File: src/rtl/rca_wb_drain.sv
// rca_wb_drain
// Receiving end of the RCA writeback interface. Each wb_done pulse captures one
// multi-port RCA result (id, NUM_WRITE_PORTS data words and the matching
// destination register addresses) into a small FIFO. A three-state FSM then
// serialises the head entry into the single register-file write port, skipping
// ports whose destination is x0 at zero cost. Once the last write of an entry
// has been acked, it pulses retire for one cycle and pops the entry.
//
// Ports
//   clk, rst        clock, asynchronous active-high reset
//   wb_done         result valid (one-cycle pulse)
//   wb_id           instruction id of the result
//   wb_rd           result data, port i at [i*XLEN +: XLEN]
//   wb_dest_addrs   destination register per port, port i at [i*5 +: 5]; 0 = unused
//   wb_ready        FIFO not full (from registered count only)
//   rf_we/rf_waddr/rf_wdata/rf_wid  register-file write request, held until rf_ack
//   rf_ack          write accepted this cycle (ignored while rf_we=0)
//   retire_valid/retire_id          one-cycle retire pulse and its id
//   busy            FIFO non-empty or FSM not idle
//   overflow_err    sticky: wb_done arrived while the FIFO was full
module rca_wb_drain #(
  parameter int NUM_WRITE_PORTS = 5,
  parameter int XLEN            = 32,
  parameter int ID_W            = 3,
  parameter int FIFO_DEPTH      = 2
) (
  input  logic                          clk,
  input  logic                          rst,
  input  logic                          wb_done,
  input  logic [ID_W-1:0]               wb_id,
  input  logic [NUM_WRITE_PORTS*XLEN-1:0] wb_rd,
  input  logic [NUM_WRITE_PORTS*5-1:0]  wb_dest_addrs,
  output logic                          wb_ready,
  output logic                          rf_we,
  output logic [4:0]                    rf_waddr,
  output logic [XLEN-1:0]               rf_wdata,
  output logic [ID_W-1:0]               rf_wid,
  input  logic                          rf_ack,
  output logic                          retire_valid,
  output logic [ID_W-1:0]               retire_id,
  output logic                          busy,
  output logic                          overflow_err
);

  localparam int PW = (NUM_WRITE_PORTS > 1) ? $clog2(NUM_WRITE_PORTS) : 1;
  localparam int AW = (FIFO_DEPTH > 1) ? $clog2(FIFO_DEPTH) : 1;
  localparam int CW = $clog2(FIFO_DEPTH) + 1;

  typedef enum logic [1:0] {
    S_IDLE,
    S_DRAIN,
    S_RETIRE
  } state_e;

  typedef struct packed {
    logic          found;
    logic [PW-1:0] idx;
  } srch_t;

  // Lowest port index >= start whose destination is non-zero. Scanning from
  // the top down lets the lowest qualifying index overwrite the result last.
  function automatic srch_t find_port(input logic [NUM_WRITE_PORTS*5-1:0] dest,
                                      input int start);
    srch_t r;
    r = '0;
    for (int i = NUM_WRITE_PORTS - 1; i >= 0; i--) begin
      if (i >= start && dest[i*5 +: 5] != 5'd0) begin
        r.found = 1'b1;
        r.idx   = PW'(i);
      end
    end
    return r;
  endfunction

  // ---------------------------------------------------------------------------
  // FIFO
  // ---------------------------------------------------------------------------
  logic [ID_W-1:0]                 id_mem   [FIFO_DEPTH];
  logic [NUM_WRITE_PORTS*XLEN-1:0] rd_mem   [FIFO_DEPTH];
  logic [NUM_WRITE_PORTS*5-1:0]    dest_mem [FIFO_DEPTH];

  logic [AW-1:0] wr_ptr_q, wr_ptr_d;
  logic [AW-1:0] rd_ptr_q, rd_ptr_d;
  logic [CW-1:0] count_q, count_d;
  logic          overflow_q, overflow_d;

  logic push;
  logic pop;

  assign wb_ready = (count_q < CW'(FIFO_DEPTH));
  assign push     = wb_done && wb_ready;

  // NOTE: the storage array has no reset; count/pointers qualify every read,
  // so clearing the data would only add reset fan-out with no functional gain.
  always_ff @(posedge clk) begin
    if (push) begin
      id_mem[wr_ptr_q]   <= wb_id;
      rd_mem[wr_ptr_q]   <= wb_rd;
      dest_mem[wr_ptr_q] <= wb_dest_addrs;
    end
  end

  always_comb begin
    wr_ptr_d   = push ? wr_ptr_q + 1'b1 : wr_ptr_q;
    rd_ptr_d   = pop  ? rd_ptr_q + 1'b1 : rd_ptr_q;
    overflow_d = overflow_q || (wb_done && !wb_ready);
    count_d    = count_q;
    case ({push, pop})
      2'b10:   count_d = count_q + 1'b1;
      2'b01:   count_d = count_q - 1'b1;
      default: count_d = count_q;
    endcase
  end

  // Head entry and the entry behind it (used to chain RETIRE straight into
  // the next DRAIN without a visit to IDLE).
  logic [ID_W-1:0]                 head_id;
  logic [NUM_WRITE_PORTS*XLEN-1:0] head_rd;
  logic [NUM_WRITE_PORTS*5-1:0]    head_dest;
  logic [AW-1:0]                   rd_ptr_nx;
  logic [NUM_WRITE_PORTS*5-1:0]    next_dest;

  assign head_id   = id_mem[rd_ptr_q];
  assign head_rd   = rd_mem[rd_ptr_q];
  assign head_dest = dest_mem[rd_ptr_q];
  assign rd_ptr_nx = rd_ptr_q + 1'b1;
  assign next_dest = dest_mem[rd_ptr_nx];

  // ---------------------------------------------------------------------------
  // Drain FSM
  // ---------------------------------------------------------------------------
  state_e        state_q, state_d;
  logic [PW-1:0] port_q, port_d;

  srch_t srch_head_first;
  srch_t srch_head_after;
  srch_t srch_next_first;

  assign srch_head_first = find_port(head_dest, 0);
  assign srch_head_after = find_port(head_dest, int'(port_q) + 1);
  assign srch_next_first = find_port(next_dest, 0);

  // NOTE: every signal written here gets a default first, so no path through
  // the case statement can leave a value unassigned and infer a latch.
  always_comb begin
    state_d = state_q;
    port_d  = port_q;
    pop     = 1'b0;
    case (state_q)
      S_IDLE: begin
        if (count_q != '0) begin
          if (srch_head_first.found) begin
            state_d = S_DRAIN;
            port_d  = srch_head_first.idx;
          end else begin
            state_d = S_RETIRE;
          end
        end
      end
      S_DRAIN: begin
        if (rf_ack) begin
          if (srch_head_after.found) begin
            port_d = srch_head_after.idx;
          end else begin
            state_d = S_RETIRE;
          end
        end
      end
      S_RETIRE: begin
        pop = 1'b1;
        if (count_q > CW'(1)) begin
          if (srch_next_first.found) begin
            state_d = S_DRAIN;
            port_d  = srch_next_first.idx;
          end else begin
            state_d = S_RETIRE;
          end
        end else begin
          state_d = S_IDLE;
        end
      end
      default: state_d = S_IDLE;
    endcase
  end

  // NOTE: state registers use non-blocking assignments so every flop samples
  // the pre-edge values, independent of process evaluation order.
  always_ff @(posedge clk or posedge rst) begin
    if (rst) begin
      state_q    <= S_IDLE;
      port_q     <= '0;
      wr_ptr_q   <= '0;
      rd_ptr_q   <= '0;
      count_q    <= '0;
      overflow_q <= 1'b0;
    end else begin
      state_q    <= state_d;
      port_q     <= port_d;
      wr_ptr_q   <= wr_ptr_d;
      rd_ptr_q   <= rd_ptr_d;
      count_q    <= count_d;
      overflow_q <= overflow_d;
    end
  end

  // ---------------------------------------------------------------------------
  // Outputs: decoded from registered state, so an async reset clears them
  // immediately. The head entry cannot change while in DRAIN, which keeps the
  // write request stable until it is acked.
  // ---------------------------------------------------------------------------
  always_comb begin
    rf_we        = 1'b0;
    rf_waddr     = '0;
    rf_wdata     = '0;
    rf_wid       = '0;
    retire_valid = 1'b0;
    retire_id    = '0;
    if (state_q == S_DRAIN) begin
      rf_we    = 1'b1;
      rf_waddr = head_dest[port_q*5 +: 5];
      rf_wdata = head_rd[port_q*XLEN +: XLEN];
      rf_wid   = head_id;
    end
    if (state_q == S_RETIRE) begin
      retire_valid = 1'b1;
      retire_id    = head_id;
    end
  end

  assign busy         = (count_q != '0) || (state_q != S_IDLE);
  assign overflow_err = overflow_q;

endmodule

File: config.mk
export PLATFORM = sky130hd
export DESIGN_NAME = rca_wb_drain
export DESIGN_NICKNAME = d
export VERILOG_FILES = /design/src/rtl/rca_wb_drain.sv
export SDC_FILE = /design/constraint.sdc
export NUM_CORES = 1
export LEC_CHECK = 0
export BUFFER_PORTS_ARGS = -buffer_cell sky130_fd_sc_hd__buf_2
export CORE_UTILIZATION = 30
export CTS_CLUSTER_DIAMETER = 100
export DETAILED_ROUTE_END_ITERATION = 8
export PLACE_DENSITY = 0.5
export SYNTH_ARGS = -nofsm -noshare
export SYNTH_HDL_FRONTEND = slang
export SYNTH_SLANG_ARGS = --single-unit
File: constraint.sdc
create_clock -name clk -period 19.2 [get_ports clk]
set_input_delay 3.84 -clock clk [delete_from_list [all_inputs] [get_ports clk]]
set_output_delay 3.84 -clock clk [all_outputs]
set_load 0.02 [all_outputs]
After elaboration in Yosys (flattened, before gate mapping)
Memory sizes are Yosys's and may differ from the RTL's.
Cells that the tools add are included.
{"block": "classes", "n_reduce_logical": 27, "shift": 2, "n_eq_ne": 11, "addsub": 5, "n_lt_le_gt_ge": 7, "muxes": 38, "n_mul": 1}
{"op": "160-bit by 9-bit indexed part select with 32-bit output", "count": 1}
{"op": "4-bit 2-to-1 mux", "count": 15}
{"op": "5-bit nonzero test", "count": 10}
{"op": "32-bit 2-to-1 mux", "count": 1}
{"op": "25-bit by 7-bit indexed part select with 5-bit output", "count": 1}
{"op": "3-bit 2-to-1 mux", "count": 8}
{"op": "2-bit != test (second input constant)", "count": 7}
{"op": "2-bit 2-to-1 mux", "count": 6}
{"op": "3-bit case mux with 3 select lines", "count": 1}
{"op": "1-bit by 4-bit greater-or-equal comparator with 1-bit output (first input constant)", "count": 2}
{"op": "2-bit by 4-bit greater-or-equal comparator with 1-bit output (first input constant)", "count": 2}
{"op": "1-bit logical AND", "count": 7}
{"op": "7-bit AND reduction", "count": 1}
{"op": "3-bit by 3-bit multiplier with 6-bit output (second input constant)", "count": 1}
{"op": "2-bit case mux with 3 select lines", "count": 1}
{"op": "2-bit nonzero test", "count": 3}
{"op": "5-bit 2-to-1 mux", "count": 1}
{"op": "3-bit by 1-bit adder with 4-bit output (second input constant)", "count": 1}
{"op": "2-bit by 1-bit == test with 1-bit output (second input constant)", "count": 2}
{"op": "2-bit == test (second input constant)", "count": 2}
{"op": "3-bit by 4-bit greater-or-equal comparator with 1-bit output (first input constant)", "count": 1}
{"op": "1-bit 2-to-1 mux", "count": 4}
{"op": "2-bit case mux with 2 select lines", "count": 1}
{"op": "3-bit AND reduction", "count": 1}
{"op": "other kinds (9)", "count": 11}
{"block": "word_totals", "inputBits": 192, "out_inout_bits": 48, "ramBits": 376, "reg_bits": 10, "mem_count": 3, "word_cells": 100}
{"name": "rd_mem", "words": 2, "width": 160, "read_ports": 1, "rd_ports_with_merged_regs": 0, "wr": 1, "line": "79", "source": "logic [NUM_WRITE_PORTS*XLEN-1:0] rd_mem [FIFO_DEPTH];"}
{"name": "dest_mem", "words": 2, "width": 25, "read_ports": 2, "rd_ports_with_merged_regs": 0, "wr": 1, "line": "80", "source": "logic [NUM_WRITE_PORTS*5-1:0] dest_mem [FIFO_DEPTH];"}
{"name": "id_mem", "words": 2, "width": 3, "read_ports": 1, "rd_ports_with_merged_regs": 0, "wr": 1, "line": "78", "source": "logic [ID_W-1:0] id_mem [FIFO_DEPTH];"}

Depth between registers and ports, before layout
Gate-level depths: netlist of the first run.
{"block": "depth", "depth_word": 11, "ltp_mapped": 10, "depth_no_buf": 8}

Worst setup path after synthesis of the first run
OpenSTA, ideal clock, no wires.
{"block": "synth_path", "kind": "input-to-reg", "startpoint": "input wb_done", "endpoint": "memory dest_mem[0][0] in the netlist's numbering, enable pin", "stages": 2, "setup_ns": 0.740, "n_path_buf": 0, "slack_ns": 6.716, "t_required_ns": 18.460, "arrival_ns": 11.745, "path_cell_list": "nand2_1 > nor2_1"}
{"block": "synth_via", "elab_chain_cells": 3}
{"item": "from (decl)", "line": "29", "source": "input logic wb_done,"}
{"item": "1-bit logical AND", "line": "91", "source": "assign push = wb_done && wb_ready;"}
{"item": "1-bit 2-to-1 mux", "line": "96", "source": "if (push) begin"}
{"item": "1-bit 2-to-1 mux (implied by the code)", "line": "99", "source": "dest_mem[wr_ptr_q] <= wb_dest_addrs;"}
{"item": "to (decl)", "line": "80"}
Every way passes these cells.

Final worst setup path of the first run
{"block": "layout_path", "startpoint": "register rd_ptr_q", "endpoint": "output rf_wdata[11]"}
{"block": "layout_via", "elab_chain_cells": 3}
{"item": "from (decl)", "line": "83", "source": "logic [AW-1:0] rd_ptr_q, rd_ptr_d;"}
{"item": "from (signal assigned)", "line": "200", "source": "rd_ptr_q <= rd_ptr_d;"}
{"item": "memory 2 x 160 bit"}
{"item": "160-bit by 9-bit indexed part select with 32-bit output", "line": "221", "source": "rf_wdata = head_rd[port_q*XLEN +: XLEN];"}
{"item": "32-bit 2-to-1 mux", "line": "218", "source": "if (state_q == S_DRAIN) begin"}
{"item": "to (decl)", "line": "36", "source": "output logic [XLEN-1:0] rf_wdata,"}
Every way passes these cells.

==> flow_summary.json, run 1 <==
{
  "status": "complete, no violations",
  "synth_nets": 995,
  "crit_type": "reg -> out",
  "max-clock-path-buffers": 3,
  "synth_flop_cell": "edfxtp_1",
  "combPwrFrac_pct": 31.4,
  "async_flop_share_pct": 2.59,
  "drtIter0Drc": 427,
  "maxSlewHeadroom_pct": 32.7,
  "start_util_pct": 30.5,
  "synth.avg_cell_area_um2": 19.8,
  "numCtsBuffers": 44,
  "crit_path_end": "rf_wdata[11]",
  "grt_pass1_wl_um": 57300,
  "hold_viol_final": 0,
  "synth-edff-count": 376,
  "yosys.area.top_type_share_pct": 72.1,
  "hold_path_class": "reg -> reg",
  "drtAntennaViolNets": 0,
  "syn2layout_area_growth_pct": 21.6,
  "irDropWorstVdd_mv": 0.0751,
  "chipWidth_um": 231,
  "period_needed_ps": 7440,
  "io_buffers": 239,
  "p_switching_mw": 0.955,
  "crit-reg2reg-launch": "count_q[1]",
  "end_kind": "output port",
  "arrival_ps": 3600,
  "max_stage_delay_ps": 910,
  "multiInputGateArea_um2": 3910,
  "worstPathRequired_ps": 15360,
  "p_clk_share_pct": 27.0,
  "vias_per_cell": 4.74,
  "synthTopCellsByArea": "edfxtp_1, mux4_2, mux2i_1",
  "holdBufCountCts": 0,
  "wl_um": 38600,
  "grt_max_degree": 71,
  "skew_ps": 17.5,
  "synth.distinct_cells": 59,
  "setup_violations": 0,
  "fill_cells": 4891,
  "design.die.area_um2": 53100,
  "design_area_um2": 19000,
  "drive_gt1_share_pct": 38.4,
  "wl_per_cell_um": 21.8,
  "maxCapViolations": 0,
  "fp.coreArea_um2": 51400,
  "crit_family": "buffers and inverters",
  "grt-ovfl-total": 0,
  "rrSetupSlack_ps": 15940,
  "finalPower_mw": 2.94,
  "tns_ps": 0,
  "placedInstanceArea_um2": 17700,
  "power_density_nw_per_um2": 154,
  "crit_buf_inv": 2,
  "ys_ff_latch": 386,
  "crit_cells": 6,
  "intPower_mw": 1.98,
  "cp-startpoint": "rd_ptr_q",
  "max_freq_mhz": 134,
  "dp_hpwl_um": 24300,
  "cp_max_fo": 47,
  "grt_usage_pct": 14.6,
  "period_share_pct": 38.8,
  "antenna_found_initial": 15,
  "synth_area_um2": 15700,
  "p_leak_nw": 6.86,
  "final_nets": 1255,
  "vias": 8410,
  "cp-start-kind": "flip-flop",
  "clk_latency_ps": 570,
  "synthCells": 793,
  "worstMarginPinSlew_ps": 1010,
  "cts.clk_slew.worst_paths_ps": 60,
  "yosysWarnings": 0,
  "rows": 83,
  "postCtsSetupBuffers": 0,
  "worstPathCellList": "buf_4, mux4_2, mux2i_1, o22a_1, nor2_1, buf_2",
  "cts_root_buf": "clkbuf_16",
  "drv_slew": 0,
  "clock_sinks": 386,
  "grt_pass1_vias": 9054,
  "seqPwrFrac_pct": 41.6,
  "drt_pass1_iterations": 4,
  "cpMaxStageDelayCell": "dfrtp_4",
  "routabilityCongestion": 0.756,
  "yosysTopAreaCell": "edfxtp_1",
  "regToRegEndpoint": "rd_mem[0][13]",
  "chipHeight_um": 231,
  "drcViolationCount": 0,
  "reg2regPathDepth": 5,
  "rsz0062_at_grt": "no",
  "p_sw_share_pct": 32.5,
  "io_pins": 240,
  "cts_max_level": 2,
  "cts_tree": "yes",
  "seqCellArea_um2": 11600,
  "yosysSeqAreaShare_pct": 73.7,
  "ctsResizeCount": 0
}
[worst min path at each step]
stage	from	end	slack [ps]	cells after the start
5_1_grt	overflow_err	overflow_err	480	1
6_report	overflow_err	overflow_err	460	1
3_5_place_dp	overflow_err	overflow_err	450	1
4_1_cts	overflow_err	overflow_err	460	1
3_3_place_gp	overflow_err	overflow_err	440	1
2_1_floorplan	wr_ptr_q	wr_ptr_q	460	1
[metal layers]
layer / share of wire [%] / GRT usage (%) / routed length [µm]
met1: 45 / 19.1 / 17200
met3: 5.5 / 4.13 / 2130
met5: 0.30 / 0 / 115
met4: 1.8 / 3.83 / 710
met2: 48 / 23.7 / 18400
[synth_stat cells (all sizes together) (6+ instances only)]
cell    instances
clkbuf         20
edfxtp        376
o22a           38
nor2           50
buf            19
nand2           9
mux4           74
nor3            8
ha             10
mux2i          80
inv            12
dfrtp          10
a31oi           7
o211ai          6
nand3           8
[metrics by stage]
step / instances / util, % / hold slack (ps) / worst slack [ps]
floorplan: 793 / - / 460 / 6720
global placement: 1687 / 34.4 / 436 / 12250
detailed placement: 1687 / 34.4 / 448 / 12260
CTS: 1768 / 37.0 / 461 / 11640
global route: 1770 / 37.0 / 476 / 11470
finish: 1773 / 37.0 / 458 / 11760
[cells in the final DEF (no fill, tap or decap), types with 8 or more instances in the layout]
cell type  count
clkinv_2      12
clkbuf_16     44
nor2_1        49
edfxtp_1     376
buf_4         14
o22a_1        38
mux4_2        73
buf_2        239
ha_1          10
clkbuf_1       8
nand2_1        9
mux2i_1       79
inv_1         10
[registers in the layout, summed over array words and instances (netlist names)]
register	cells
rd_mem	320
dest_mem	50
id_mem	6
port_q	3
count_q	2
state_q	2
overflow_err	1
rd_ptr_q	1
wr_ptr_q	1
[power by group through the flow]
stage	combinational, mW	sequential [mW]	clock, mW
after global placement	0.954	1.24	0
after detailed placement	0.953	1.24	0
final	0.923	1.22	0.793
after CTS	0.955	1.22	0.819
after global routing	1.01	1.24	0.849
after floorplan	0.695	1.22	0
[logic make-up (layout without fill, tap and decap cells)]
logic type	count (synthesis)	in the layout	share of synthesized area, %
AOI/OAI and AO/OA	77	77	4.15
xor gates and xnor gates	4	4	0.224
adders and majority gates	10	10	0.799
buffers and inverters	52	347	1.45
DFF	386	386	73.7
muxes	157	157	16.0
other	0	5	0
and+or+nand+nor	107	107	3.67
[final cells by class]
type / instances / share of cell area (%)
Multi-Input combinational cell: 355 / 20.6
Antenna cell: 5 / 0.0657
Inverter: 13 / 0.256
Clock inverter: 26 / 1.02
Tap cell: 680 / 4.47
Clock buffer: 55 / 6.16
Sequential cell: 386 / 60.7
Timing Repair Buffer: 253 / 6.83
(Power assumes the default switching activity.)
==> inputs of run 2 (changes only) <==
--- a/config.mk
+++ b/config.mk
@@ -9,7 +9,7 @@
 export CORE_UTILIZATION = 30
 export CTS_CLUSTER_DIAMETER = 100
 export DETAILED_ROUTE_END_ITERATION = 8
-export PLACE_DENSITY = 0.5
+export PLACE_DENSITY = 0.51
 export SYNTH_ARGS = -nofsm -noshare
 export SYNTH_HDL_FRONTEND = slang
 export SYNTH_SLANG_ARGS = --single-unit
==> constraint.sdc (replaced) <==
create_clock -name clk -period 6.4 [get_ports clk]
set_input_delay 1.28 -clock clk [delete_from_list [all_inputs] [get_ports clk]]
set_output_delay 1.28 -clock clk [all_outputs]
set_load 0.02 [all_outputs]
==> run 2 against run 1 <==
Utilization grew 0.17 points. Wire length shrank 2.3%. First-iteration DRC count grew 14%. Largest power group unchanged. Critical endpoint is now rf_waddr[4].
==> flow_summary.json, run 2 (synthesis results as in run 1) <==
{
  "drv_slew": 0,
  "layout_common_cells": "edfxtp_1, buf_2, mux2i_1",
  "vias_per_cell": 4.74,
  "worstPathCellList": "buf_4, mux4_2, mux2i_1, o22a_1, nor2_1, buf_2",
  "clock_sinks": 386,
  "end_kind": "output port",
  "worstMarginPinSlew_ps": 1070,
  "power_density_nw_per_um2": 465,
  "maxSlewHeadroom_pct": 28.7,
  "seqPwrFrac_pct": 40.4,
  "grt_max_degree": 95,
  "p_clk_share_pct": 27.7,
  "setup_violations": 0,
  "period_share_pct": 70.3,
  "antenna_found_initial": 17,
  "hp-start": "overflow_err",
  "rsz0062_at_grt": "no",
  "cp-startpoint": "port_q[0]",
  "chipHeight_um": 231,
  "cts_max_level": 2,
  "period_needed_ps": 4500,
  "largest_reg_flops": 320,
  "cp-start-kind": "flip-flop",
  "routabilityCongestion": 0.779,
  "worst_hold_slack_ps": 455,
  "seqCellArea_um2": 11500,
  "grt_usage_pct": 14.2,
  "drive_gt1_share_pct": 37.6,
  "largestRegisters": "rd_mem x320, dest_mem x50, id_mem x6",
  "fin_cells": 1773,
  "clk_latency_ps": 560,
  "p_sw_share_pct": 32.0,
  "start_util_pct": 30.5,
  "crit_type": "reg -> out",
  "drt_pass1_iterations": 7,
  "hold_path_class": "reg -> reg",
  "grt-ovfl-total": 0,
  "irDropWorstVdd_mv": 0.219,
  "chipWidth_um": 231,
  "wl_um": 37700,
  "crit_family": "multiplexers",
  "top_register": "rd_mem",
  "drtIter0Drc": 487,
  "status": "complete, no violations",
  "final_nets": 1256,
  "cts_tree": "yes",
  "final_common_cell": "edfxtp_1",
  "arrival_ps": 3220,
  "hold_viol_final": 0,
  "max_freq_mhz": 222,
  "drcViolationCount": 0,
  "p_switching_mw": 2.85,
  "holdBufCountCts": 0,
  "wl_per_cell_um": 21.3,
  "ctsResizeCount": 0,
  "io_pins": 240,
  "fp.coreArea_um2": 51400,
  "place_inst": 1687,
  "design.die.area_um2": 53100,
  "maxCapViolations": 0,
  "vias": 8401,
  "crit_buf_inv": 2,
  "max-clock-path-buffers": 3,
  "rows": 83,
  "crit-reg2reg-launch": "port_q[0]",
  "max_stage_delay_ps": 670,
  "finalPower_mw": 8.90,
  "p_leak_nw": 6.89,
  "numCtsBuffers": 45,
  "fill_cells": 4827,
  "cpMaxStageDelayCell": "dfrtp_4",
  "dp_hpwl_um": 24000,
  "intPower_mw": 6.05,
  "cp_max_fo": 39,
  "syn2layout_area_growth_pct": 22.2,
  "cts.clk_slew.worst_paths_ps": 50,
  "drtAntennaViolNets": 0,
  "grt_pass1_vias": 9021,
  "io_buffers": 239,
  "cts_root_buf": "clkbuf_16",
  "skew_ps": 8.56,
  "postCtsSetupBuffers": 0,
  "worstPathRequired_ps": 5120,
  "combPwrFrac_pct": 31.9,
  "grt_pass1_wl_um": 56000,
  "tns_ps": 0,
  "multiInputGateArea_um2": 3910
}
run 2: changes by cell type in the layout (fill, tap and decap cells not counted), sizes merged:
cell,delta
clkbuf,-1
inv,+1
clkinvlp,-2
bufinv,+2
run 2: through the flow:
stage	util, %	setup WS (ps)	instance area, µm²
after floorplan	-	197	15700
after global placement	34.4	2320	17700
after detailed placement	34.4	2310	17700
after CTS	37.2	1700	19100
after global routing	37.2	1660	19100
final	37.2	1900	19100
run 2: path summary, 6_finish.rpt:
check                          endpoint  slack [ps]  depth (start not counted)
max in group asynchronous     port_q[0]        5320                          2
hold reg to reg            overflow_err         450                          1
min in group asynchronous     port_q[2]         730                          2
hold / removal             overflow_err         450                          1
setup / recovery            rf_waddr[4]        1900                          6
setup reg to reg             state_q[1]        3180                          8
run 2: power groups by stage:
| stage | sequential (mW) | clock, mW | combinational (mW) |
|---|---|---|---|
| 6_report | 3.60 | 2.46 | 2.84 |
| 5_1_grt | 3.65 | 2.63 | 3.09 |
| 4_1_cts | 3.61 | 2.54 | 2.93 |
| 3_5_place_dp | 3.66 | 0 | 2.92 |
| 3_3_place_gp | 3.64 | 0 | 2.92 |
| 2_1_floorplan | 3.60 | 0 | 2.09 |
run 2: routing by layer:
layer | part of all wire, % | up-vias | global-route usage, %
li1 | - | 3812 | -
met1 | 42 | 4234 | 18.0
met2 | 48 | 247 | 23.2
met3 | 7.0 | 84 | 4.45
met4 | 2.4 | 24 | 4.55
met5 | 0.45 | - | 0
run 2: layout make-up:
| class | count | area share [%] |
|---|---|---|
| Antenna cell | 5 | 0.0654 |
| Clock buffer | 54 | 6.17 |
| Clock inverter | 27 | 1.24 |
| Inverter | 13 | 0.255 |
| Multi-Input combinational cell | 355 | 20.5 |
| Sequential cell | 386 | 60.4 |
| Tap cell | 680 | 4.45 |
| Timing Repair Buffer | 253 | 7.00 |
